<file path="src/rtl/fifo_stream_reader.sv">
// Read-side master for a synchronous FIFO: drains it into a 2-entry skid buffer and
// presents the words as a valid/ready stream with burst framing (o_last / o_burst_idx).
module fifo_stream_reader #(
  parameter int unsigned DATA_WIDTH = 8,
  parameter int unsigned BURST_LEN  = 4,
  parameter int unsigned BCNT_WIDTH = $clog2(BURST_LEN) + 1
) (
  input  logic                  i_clk,
  input  logic                  i_rst_n,
  input  logic                  i_fifo_empty,
  input  logic [DATA_WIDTH-1:0] i_fifo_data,
  output logic                  o_fifo_rd,
  output logic [DATA_WIDTH-1:0] o_data,
  output logic                  o_valid,
  output logic                  o_last,
  input  logic                  i_ready,
  output logic [BCNT_WIDTH-1:0] o_burst_idx,
  output logic [1:0]            o_level
);

  localparam logic [BCNT_WIDTH-1:0] BcntMax = BCNT_WIDTH'(BURST_LEN - 1);

  logic [DATA_WIDTH-1:0] buf0_q, buf0_d;
  logic [DATA_WIDTH-1:0] buf1_q, buf1_d;
  logic [1:0]            occ_q, occ_d;
  logic [1:0]            occ_after_pop;
  logic [1:0]            committed;
  logic                  inflight_q;
  logic [BCNT_WIDTH-1:0] bcnt_q, bcnt_d;
  logic                  pop;

  assign o_valid     = (occ_q != 2'd0);
  assign o_last      = o_valid & (bcnt_q == BcntMax);
  assign o_data      = buf0_q;
  assign o_burst_idx = bcnt_q;
  assign o_level     = occ_q;

  always_comb begin
    pop           = o_valid & i_ready;
    occ_after_pop = occ_q - {1'b0, pop};
    // Slots already spoken for next cycle; a new read is only issued if one stays free.
    committed     = occ_after_pop + {1'b0, inflight_q};
    o_fifo_rd     = i_rst_n & ~i_fifo_empty & (committed < 2'd2);
    occ_d         = committed;

    buf0_d = buf0_q;
    buf1_d = buf1_q;
    if (pop) begin
      buf0_d = buf1_q;
    end
    if (inflight_q) begin
      if (occ_after_pop == 2'd0) begin
        buf0_d = i_fifo_data;
      end else begin
        buf1_d = i_fifo_data;
      end
    end

    bcnt_d = bcnt_q;
    if (pop) begin
      bcnt_d = (bcnt_q == BcntMax) ? '0 : bcnt_q + BCNT_WIDTH'(1);
    end
  end

  always_ff @(posedge i_clk or negedge i_rst_n) begin
    if (!i_rst_n) begin
      buf0_q     <= '0;
      buf1_q     <= '0;
      occ_q      <= 2'd0;
      inflight_q <= 1'b0;
      bcnt_q     <= '0;
    end else begin
      buf0_q     <= buf0_d;
      buf1_q     <= buf1_d;
      occ_q      <= occ_d;
      inflight_q <= o_fifo_rd;
      bcnt_q     <= bcnt_d;
    end
  end

endmodule
</file>
<file path="config.mk">
export PLATFORM = sky130hd
export DESIGN_NAME = fifo_stream_reader
export DESIGN_NICKNAME = d
export VERILOG_FILES = /design/src/rtl/fifo_stream_reader.sv
export SDC_FILE = /design/constraint.sdc
export NUM_CORES = 1
export LEC_CHECK = 0
export ABC_AREA = 1
export BUFFER_PORTS_ARGS = -buffer_cell sky130_fd_sc_hd__buf_2
export CORE_UTILIZATION = 51
export DETAILED_ROUTE_END_ITERATION = 8
export GPL_TIMING_DRIVEN = 0
export PLACE_DENSITY = 0.77
export SYNTH_ARGS = -nofsm -noshare
export SYNTH_HDL_FRONTEND = slang
export SYNTH_SLANG_ARGS = --single-unit
</file>
<file path="constraint.sdc">
create_clock -name i_clk -period 1.8 [get_ports i_clk]
set_input_delay 0.09 -clock i_clk [delete_from_list [all_inputs] [get_ports i_clk]]
set_output_delay 0.09 -clock i_clk [all_outputs]
set_load 0.02 [all_outputs]
</file>
==> key figures, run 1 <==
Run status
  – Outcome: complete, but fails checks
  – Failing checks: setup timing

Critical path
  – Critical path fanouts, max: 2
  – CP Cell Sequence: o21ai_4, inv_2, ha_4, inv_4, ha_4, nand3b_1, nand2_2, nor2_4, buf_6
  – R2R Setup Slk: 0.07 ns
  – CP required: 1.71 ns
  – Setup crit end kind: output pin
  – Critical path launch point: o_level[1]
  – Cell repeated most along the worst path: ha_4
  – R2R cell count: 9
  – CP Class: reg -> out
  – Critical Path Max Stage Delay: 0.45 ns
  – CP max stage cell: dfrtp_2
  – Worst EP arrival: ~1.9 ns
  – Crit start category: flip-flop
  – Worst R2R End: buf1_q[3]
  – R2r startpoint: o_level[1]
  – Critical Path End: o_fifo_rd

Pwr
  – Pleak: 0.803 nW
  – Overall Power: 0.00260 W
  – Worst vdd ir: 0.00126 V
  – Pwr/cell area: 1750 nW/um2

Floorplan
  – Row cnt: 16
  – Die Y: 47.8 um
  – Core area: 1960 um2
  – Die Area: 2290 um2
  – I/O pin cnt: 28
  – Starting density of the core: between 50% and 60%
  – Die width: 47.8 um

Layout
  – Area of the multi-input gates: 449 um2
  – Design area: 1480 um2
  – Layout cells sized above 1: 34.7%
  – # nets final: 192
  – Layout Cells excl Fill: roughly 200
  – Register area: 552 um2
  – Filler cells: 150
  – Layout area overhead: 38.4%
  – ANT cells: 0

Synth
  – Syn. warnings: 0
  – Post-Synth XOR/XNOR Area: 0%
  – Post-synthesis mux area share: 0%
  – Main combinational cell family by area after synthesis: simple AND/OR/NAND/NOR gates
  – Post-Syn Nets: approximately 140
  – Area of the mapped netlist: between 1000 and 1500 um2
  – Synth Area in Adders: 3.50%
  – Register bit total from synthesis: 22
  – Synth Area per Inst: 8.30 um2
  – Synth Area in Compound Gates: under 10%
  – Sequential share of the synthesized area: 51.4%
  – Syn Inst Count: 129
  – Netlist cell types: 19
  – Post-Synth Simple-Gate Area: 26.3%

CTS
  – Clk_lat worst skew: around 0.31 ns
  – Clock buffer depth: 2
  – CTS tree: yes
  – CTS root buffer: clkbuf_4
  – Total CTS buffers: 3
  – H-tree depth: 1
  – CTS clk-pin slew, worst paths: 0.12 ns
  – Clk sinks: 22

Place
  – HPWL Detailed: 1500 um
  – DP Cell Count: 182
  – Routability cong.: 0.750
  – PortBufs: 26
  – Dpl cell area: approximately 1200 um2

Global routing
  – Gr ovfl total: 0
  – First-pass GRT wire length: 3410 um
  – GRT Total Usage: 22.3%
  – Initial antenna violation count: 0
  – Number of global-route vias before repair: around 800
  – Largest net degree at the start of global routing: 24

Detailed routing
  – Vias after detailed routing: 991
  – Routed WL: 2580 um
  – DR WL/cell: 12.7 um
  – Drt pass-1 iters: 5
  – Vias per Instance: 4.88
  – Residual DRC: 0
  – Initial DRC count: 21
  – Post-route ant nets: 0

Timing
  – PnR worst setup slack: -0.189 ns
  – Fin Clk Skew: 0.00794 ns
  – Max Freq: 503 MHz
  – Fin crit share: 110%
  – Final min period: 1.99 ns
  – Slew Limit Fails: 0
  – RSZ-0062 raised after global routing: true
  – Hold WS: 0.00344 ns
  – Fin Setup TNS: -0.189 ns
  – Endpoints failing hold: 0
  – Slew @ Worst Pin: roughly 0.48 ns
  – Relative slew slack: between 60% and 70%
  – # setup viols final: 1

Hold path
  – Hold Path Class: in -> reg

Run
  – Max_cap viols: 0
[routing by layer]
metal	up-vias	track usage, %	share of wire, %
met5	-	0	0
met4	0	10.0	0.27
met3	2	3.77	5.9
met2	41	36.5	51
met1	454	29.1	43
li1	494	-	-
[synthesized netlist by cell type]
cell type	instances	area share [%]
nand2_1	35	12
nor2_1	7	2.5
buf_6	1	1.1
o21ai_2	1	0.82
buf_4	1	0.70
clkbuf_2	1	0.47
nor2_2	2	1.2
nand3_1	16	7.5
a21oi_1	8	3.7
inv_1	21	7.4
nand2_2	1	0.58
o21ai_0	1	0.47
nand3b_1	2	1.4
dfrtp_1	22	51
ha_1	3	3.5
a21oi_2	2	1.6
o21ai_4	1	1.5
inv_2	3	1.1
nand3_2	1	0.93
[through the flow]
step	util, %	setup WS [ns]
2_1_floorplan	-	0.0230
3_3_place_gp	63.3	-0.0700
3_5_place_dp	63.3	-0.105
4_1_cts	73.7	-0.146
5_1_grt	75.6	-0.251
6_report	75.6	-0.189
[how the worst min path moves through the flow]
stage                        start              to  cells after the start
global route        i_fifo_data[2]       o_data[2]                      3
floorplan                  i_rst_n       buf1_q[0]                      0
CTS                 i_fifo_data[2]       o_data[2]                      3
global placement           i_rst_n  o_burst_idx[1]                      1
detailed placement         i_rst_n  o_burst_idx[1]                      1
finish              i_fifo_data[2]       o_data[2]                      3
[where the power goes]
group          switching [W]  leakage [nW]  internal (W)
combinational       0.000821         0.534      0.000568
sequential          0.000116         0.241      0.000713
clock               0.000156        0.0279      0.000225
[layout make-up]
class / count / area share [%]
Sequential cell: 22 / 37.2
Multi-Input combinational cell: 80 / 30.3
Timing Repair Buffer: 43 / 18.8
Inverter: 24 / 6.24
Tap cell: 27 / 2.28
Clock inverter: 1 / 2.03
Buffer: 3 / 1.60
Clock buffer: 3 / 1.52
[placed cells by master, fill, tap and decap left out, types with 2 or more instances in the layout]
| cell | n |
|---|---|
| buf_2 | 25 |
| nand3b_1 | 2 |
| a21oi_2 | 2 |
| dlygate4sd3_1 | 6 |
| a21oi_1 | 8 |
| ha_4 | 2 |
| inv_2 | 3 |
| nor2_2 | 2 |
| clkbuf_4 | 3 |
| nor2_1 | 6 |
| dfrtp_1 | 21 |
| nand3_1 | 16 |
| o21ai_4 | 2 |
| nand2_1 | 34 |
| nand2_2 | 2 |
| inv_1 | 20 |
| buf_4 | 12 |
| buf_6 | 2 |
[registers in the layout (all words and copies together), names as in the netlist]
register,flops
buf1_q,8
o_data,8
o_burst_idx,3
o_level,2
inflight_q,1
[cells by family after synthesis]
kind of cell,count (synthesis)
compound gates,13
fa+ha+maj,3
buf+inv,27
flops,22
simple gates,64
[what timing repair did]
action                     CTS  global route
hold buffers                 6             0
setup endpoints to repair    3             5
gates resized for setup      9             1
hold endpoints to repair    27             0
pin swaps                    3             4
buffers inserted             7             4
[critical path, delay by kind of cell (launching register included)]
family / cells / cell delay (ns)
AOI/OAI and AO/OA: 1 / 0.17
DFF: 1 / 0.45
buffers and inverters: 3 / 0.23
adders and majority gates: 2 / 0.42
and+or+nand+nor: 3 / 0.32
No activity file was read; power rests on OpenSTA's default activity.
==> run 2, diff against run 1 <==
Clock period 1.8 ns to 2.1 ns, I/O delays scaled along.
==> run 2 against run 1 <==
The run now ends clean. Total power shrank 24%. Clock power fell by 41%. First-iteration DRC count fell by 19%. Global-route usage fell by 3.6 points. Clock skew about the same. Cell area down 8.5%. Cell count shrank 5.4%. Via count shrank 7.8%. Combinational power shrank 24%. Sequential power fell by 15%. Register-to-register slack improved by 0.41 ns. Routed wire length decreased by 16%. Largest cell class unchanged. Largest power group unchanged.
==> key figures, run 2 (same netlist as run 1, synthesis figures left out) <==
Pwr
  – Pwr/cell area: 1460 nW/um2 (-17%)
  – Sequential share of power: 35.7% (+3.8 points)
  – Switching power: 0.000867 W (-21%)
  – Clock share of power: 11.4% (-3.2 points)
  – Comb power frac: 52.9% (-0.6 points)
  – Internal power: 0.00112 W (-26%)
  – Worst vdd ir: 0.000793 V (-37%)
  – Pleak: 0.748 nW (-6.8%)
  – Net Sw Frac: 43.7% (+1.6 points)

Critical path
  – Critical path fanouts, max: 3 (+1)
  – Setup crit end kind: output pin
  – Critical path launch point: o_level[0]
  – CP Cell Sequence: o21ai_4, inv_2, ha_4, inv_2, ha_1, nand3b_1, nand2_2, nor2_4, buf_6
  – CP max stage cell: dfrtp_1
  – CP required: 2.00 ns (+0.29 ns)
  – R2R Setup Slk: 0.48 ns (+0.41 ns)
  – Critical Path Max Stage Delay: 0.44 ns (about the same)
  – Worst EP arrival: 1.90 ns (about the same)
  – R2r startpoint: o_level[0]
  – Crit start category: flip-flop
  – Cell repeated most along the worst path: inv_2
  – CP Class: reg -> out

Global routing
  – Gr ovfl total: 0 (unchanged)
  – Met1 GRT Util: 23.1% (-6.0 points)
  – Largest net degree at the start of global routing: 24 (unchanged)
  – First-pass GRT wire length: 2940 um (-14%)
  – GRT Total Usage: 18.7% (-3.6 points)
  – Initial antenna violation count: 0 (unchanged)
  – Met2 usage: 32.2% (-4.3 points)
  – GRT Max-Usage Layer: met2
  – Number of global-route vias before repair: 730 (-8.5%)
  – GR Layer Usage met3: 3.40% (-0.38 points)

Floorplan
  – I/O pin cnt: 28 (unchanged)
  – Starting density of the core: 54.6% (unchanged)
  – Die width: 47.8 um (unchanged)
  – Die Y: 47.8 um (unchanged)
  – Row cnt: 16 (unchanged)
  – Die Area: 2290 um2 (unchanged)
  – Core area: 1960 um2 (unchanged)

Timing
  – Slew @ Worst Pin: 0.469 ns (-0.0143 ns)
  – Fin crit share: between 90 and 100%
  – Max Freq: approximately 500 MHz
  – Slew Limit Fails: 0 (unchanged)
  – Relative slew slack: 68.8% (+0.95 points)
  – Endpoints failing hold: 0 (unchanged)
  – Final min period: 2.00 ns
  – PnR worst setup slack: 0.0963 ns (+0.285 ns)
  – Fin Clk Skew: 0.00755 ns (-0.000393 ns)
  – # setup viols final: 0 (-1)
  – Hold WS: 0.0268 ns (+0.0233 ns)

Detailed routing
  – Drt pass-1 iters: 4 (-1)
  – Routed WL: 2170 um (-16%)
  – Residual DRC: 0 (unchanged)
  – Vias after detailed routing: 914 (-7.8%)
  – DR WL/cell: 11.3 um (-11%)
  – Vias per Instance: 4.76 (-2.5%)
  – Initial DRC count: 17 (-19%)
  – Post-route ant nets: 0 (unchanged)

Run
  – Max_cap viols: 0 (unchanged)

CTS
  – Clk sinks: 22 (unchanged)
  – CTS clk-pin slew, worst paths: 0.11 ns (about the same)
  – CTS tree: yes
  – Clock buffer depth: 2 (unchanged)
  – CTS root buffer: clkbuf_4
  – Total CTS buffers: 3 (unchanged)
  – H-tree depth: 1 (unchanged)
  – Clk_lat worst skew: 0.30 ns (about the same)

Layout
  – Filler cells: 170 (+13%)
  – Layout Cells excl Fill: 192 (-5.4%)
  – Most frequent cells in the layout: nand2_1 (34), buf_2 (25), dfrtp_1 (21)
  – ANT cells: 0 (unchanged)
  – Layout cells sized above 1: 32.7% (-1.9 points)
  – Commonest non-fill, non-tap cell in the layout: nand2_1
  – # nets final: 181 (-5.7%)
  – Layout area overhead: 26.6%
  – Fin util: 69.1% (-6.4 points)

Place
  – PortBufs: 26 (unchanged)
  – Routability cong.: 0.810 (+8.0%)
  – HPWL Detailed: 1580 um (+5.2%)
  – DP Cell Count: 182 (unchanged)
  – Dpl ws: 0.201 ns (+0.306 ns)

Run status
  – Outcome: finished, final reports clean

Hold path
  – Hold Path Origin: i_fifo_data[7]
  – Hold Path Class: in -> reg
==> run 2: path summary, 6_finish.rpt <==
kind	end	depth (start not counted)
worst max register to register	o_data[2]	8
worst min register to register	o_burst_idx[2]	2
worst min-delay path	o_data[7]	3
max in group asynchronous	o_level[1]	2
min in group asynchronous	o_data[3]	2
worst max-delay path	o_fifo_rd	9
==> run 2: layout make-up <==
cell class                      instances  area, um2  area share [%]
Sequential cell                        22        552            40.7
Buffer                                  3       23.8            1.75
Multi-Input combinational cell         80        437            32.2
Timing Repair Buffer                   32        184            13.6
Clock buffer                            4       36.3            2.68
Tap cell                               27       33.8            2.49
Inverter                               24       90.1            6.64
==> run 2: power by group through the flow <==
stage | logic (W) | registers, W | clock network, W
after global routing | 0.00117 | 0.000733 | 0.000246
final | 0.00105 | 0.000708 | 0.000226
after detailed placement | 0.000902 | 0.000721 | 0
after global placement | 0.000872 | 0.000710 | 0
after floorplan | 0.000509 | 0.000855 | 0
after CTS | 0.000971 | 0.000699 | 0.000230
==> run 2: critical path, delay by kind of cell, from the launching register on <==
family,cells,cell delay [ns]
fa+ha+maj,2,0.45
simple gates,3,0.30
flops,1,0.44
buf+inv,3,0.24
compound gates,1,0.17
==> run 2: layer usage <==
metal,vias to the layer above,wire length [um]
met4,0,30
met1,416,958
met2,21,1100
met5,-,0
met3,5,71
li1,472,-
==> run 2: per-stage QoR <==
step	setup TNS (ns)	total power, W	area [um2]
2_1_floorplan	0	0.00136	1070
3_3_place_gp	0	0.00158	1230
3_5_place_dp	0	0.00162	1230
4_1_cts	0	0.00190	1310
5_1_grt	-0.0160	0.00215	1360
6_report	0	0.00198	1360
==> run 2: what timing repair did <==
item                                    in CTS  in global routing
hold buffers                                 1                  0
hold endpoints to repair                    22                  0
buffers inserted                             1                  4
pin swaps                                    0                  3
endpoints found under the setup margin       1                  1
cloned                                       0                  0
gates resized for setup                      4                  5
==> run 3, diff against run 2 <==
Settings changed: CAP_MARGIN from default to 40, CTS_BUF_LIST from default to sky130_fd_sc_hd__clkbuf_16.
==> run 3 against run 2 <==
First-iteration DRC count increased by 110%. Cell count decreased by 1.6%. Register-to-register slack improved by 0.04 ns. Sequential cell count unchanged. Routed wire length increased by 0.14%. Non-clock buffer count decreased by 3. Worst hold slack improved by 0.064 ns. Sequential power about the same. Combinational power decreased by 6%. Cell area about the same. Clock skew decreased by 0.0033 ns. Critical path type unchanged. Largest power group unchanged. Highest routed layer unchanged.
==> key figures, run 3 (same netlist as run 1, synthesis figures left out) <==
Critical path
  – R2r startpoint: o_level[1]
  – Worst EP arrival: 1.87 ns (-0.03 ns)
  – Setup crit end kind: output pin
  – Worst R2R End: inflight_q
  – CP required: 2.00 ns (about the same)
  – R2R cell count: 8 (unchanged)
  – Critical path fanouts, max: 4 (+1)
  – Crit start category: flip-flop
  – CP Class: reg -> out
  – R2R Setup Slk: 0.52 ns (+0.04 ns)

Detailed routing
  – Residual DRC: 0 (unchanged)
  – Vias after detailed routing: 936 (+2.4%)
  – Initial DRC count: 35 (+18)
  – Post-route ant nets: 0 (unchanged)
  – Routed WL: 2170 um (+0.14%)
  – Vias per Instance: 4.95 (+4.0%)
  – Drt pass-1 iters: 4 (unchanged)
  – DR WL/cell: 11.5 um (+1.7%)

Run status
  – Outcome: finished, final reports clean

Layout
  – Commonest non-fill, non-tap cell in the layout: nand2_1
  – Layout area overhead: 26.8% (about the same)
  – Design area: 1360 um2 (about the same)
  – # nets final: 178 (-1.7%)
  – Layout cells sized above 1: 30.2% (-2.5 points)
  – ANT cells: 0 (unchanged)
  – Most frequent cells in the layout: nand2_1 (35), buf_2 (25), dfrtp_1 (21)

Timing
  – Slew @ Worst Pin: 0.472 ns (+0.00371 ns)
  – Fin Clk Skew: 0.00429 ns (-0.00326 ns)
  – PnR worst setup slack: 0.125 ns (+0.0282 ns)
  – Max Freq: 506 MHz (+1.4%)
  – Endpoints failing hold: 0 (unchanged)
  – Fin Setup TNS: 0 ns (unchanged)
  – RSZ-0062 raised after global routing: false
  – Slew Limit Fails: 0 (unchanged)
  – Hold WS: 0.0908 ns (+0.0640 ns)
  – Final min period: 1.98 ns (-0.0282 ns)
  – Relative slew slack: 68.5% (-0.25 points)
  – # setup viols final: 0 (unchanged)
  – Fin crit share: 94.1% (-1.3 points)

Hold path
  – Hold Path Origin: i_fifo_data[3]
  – Hold Path Class: in -> reg
  – Cell depth of the worst hold path: 3 (unchanged)
  – Hold Path End: o_data[3]

Floorplan
  – I/O pin cnt: 28 (unchanged)
  – Core area: 1960 um2 (unchanged)
  – Die Area: 2290 um2 (unchanged)
  – Row cnt: 16 (unchanged)
  – Die width: 47.8 um (unchanged)
  – Starting density of the core: 54.6% (unchanged)
  – Die Y: 47.8 um (unchanged)

Place
  – PortBufs: 26 (unchanged)
  – Dpl cell area: 1230 um2 (unchanged)
  – HPWL Detailed: 1580 um (unchanged)
  – Routability cong.: 0.810 (unchanged)
  – Dpl ws: 0.201 ns (unchanged)

CTS
  – Clk_lat worst skew: 0.25 ns (-0.05 ns)
  – CTS clk-pin slew, worst paths: 0.06 ns (-0.05 ns)
  – H-tree depth: 1 (unchanged)
  – CTS root buffer: clkbuf_16
  – CTS tree: yes
  – Clock buffer depth: 2 (unchanged)
  – Total CTS buffers: 3 (unchanged)
  – Clk sinks: 22 (unchanged)

Global routing
  – Initial antenna violation count: 0 (unchanged)
  – Gr ovfl total: 0 (unchanged)
  – Largest net degree at the start of global routing: 24 (unchanged)
  – First-pass GRT wire length: 3090 um (+5.2%)
  – GRT Total Usage: 19.6% (+0.87 points)
  – Number of global-route vias before repair: 772 (+5.8%)

Pwr
  – Net Sw Frac: 41.2% (-2.5 points)
  – Internal power: 0.00122 W (+9.4%)
  – Pleak: 0.749 nW (about the same)
  – Switching power: 0.000856 W (-1.2%)
  – Comb power frac: 47.3% (-5.6 points)
  – Clock share of power: 18.6% (+7.2 points)
  – Pwr/cell area: 1530 nW/um2 (+4.6%)
  – Sequential share of power: 34.1% (-1.6 points)
  – Worst vdd ir: 0.000771 V (-2.8%)

Run
  – Max_cap viols: 0 (unchanged)
run 3: worst max-delay path, stage by stage (launching register included):
cell and delay [ns]:
dfrtp_2 0.43, o21ai_2 0.15, inv_2 0.08, ha_4 0.28, inv_2 0.05, ha_1 0.18, nand3b_1 0.15, nand2_1 0.11
nor2_2 0.05, buf_4 0.15
run 3: cell type report:
cell class,count,area [um2]
fillers,158,604
well taps,27,33.8
plain buffers,3,23.8
clock buffers,3,75.1
multi-input cells,80,422
inverters,24,90.1
flip-flops and latches,22,552
repair buffers,29,158
clock inverters,1,3.75
run 3: per-layer routing:
metal / wire length [um] / part of all wire [%] / GRT usage [%]
met1: 926 / 43 / 23.8
met2: 1110 / 51 / 34.3
met3: 115 / 5.3 / 3.40
met4: 23 / 1.1 / 7.78
met5: 0 / 0 / 0
run 3: stage by stage:
stage | util, % | std cells | power (W)
finish | 69.2 | 189 | 0.00208
global route | 69.2 | 189 | 0.00224
CTS | 68.0 | 188 | 0.00204
detailed placement | 62.9 | 182 | 0.00162
global placement | 62.9 | 182 | 0.00158
floorplan | - | 129 | 0.00136
run 3: repair_timing:
item                                    in CTS  in global routing
hold buffers                                 1                  0
endpoints found under the setup margin       1                  1
buffers inserted                             1                  1
pin swaps                                    1                  0
endpoints found under the hold margin       22                  0
resized for setup                            2                  3
cloned                                       0                  0
run 3: how the worst max path moves through the flow:
stage,from,end,slack [ns],cells after the start
floorplan,o_level[1],inflight_q,0.16,8
global placement,o_level[1],o_fifo_rd,0.25,9
detailed placement,o_level[1],o_fifo_rd,0.20,9
CTS,o_level[1],o_fifo_rd,0.03,9
global route,o_level[1],o_fifo_rd,0.01,9
finish,o_level[1],o_fifo_rd,0.12,9
run 3: power by group through the flow:
stage               combinational (W)  clock, W  sequential, W
finish                       0.000982  0.000387       0.000709
global route                  0.00110  0.000410       0.000733
CTS                          0.000929  0.000396       0.000717
detailed placement           0.000902         0       0.000721
global placement             0.000872         0       0.000710
floorplan                    0.000509         0       0.000855
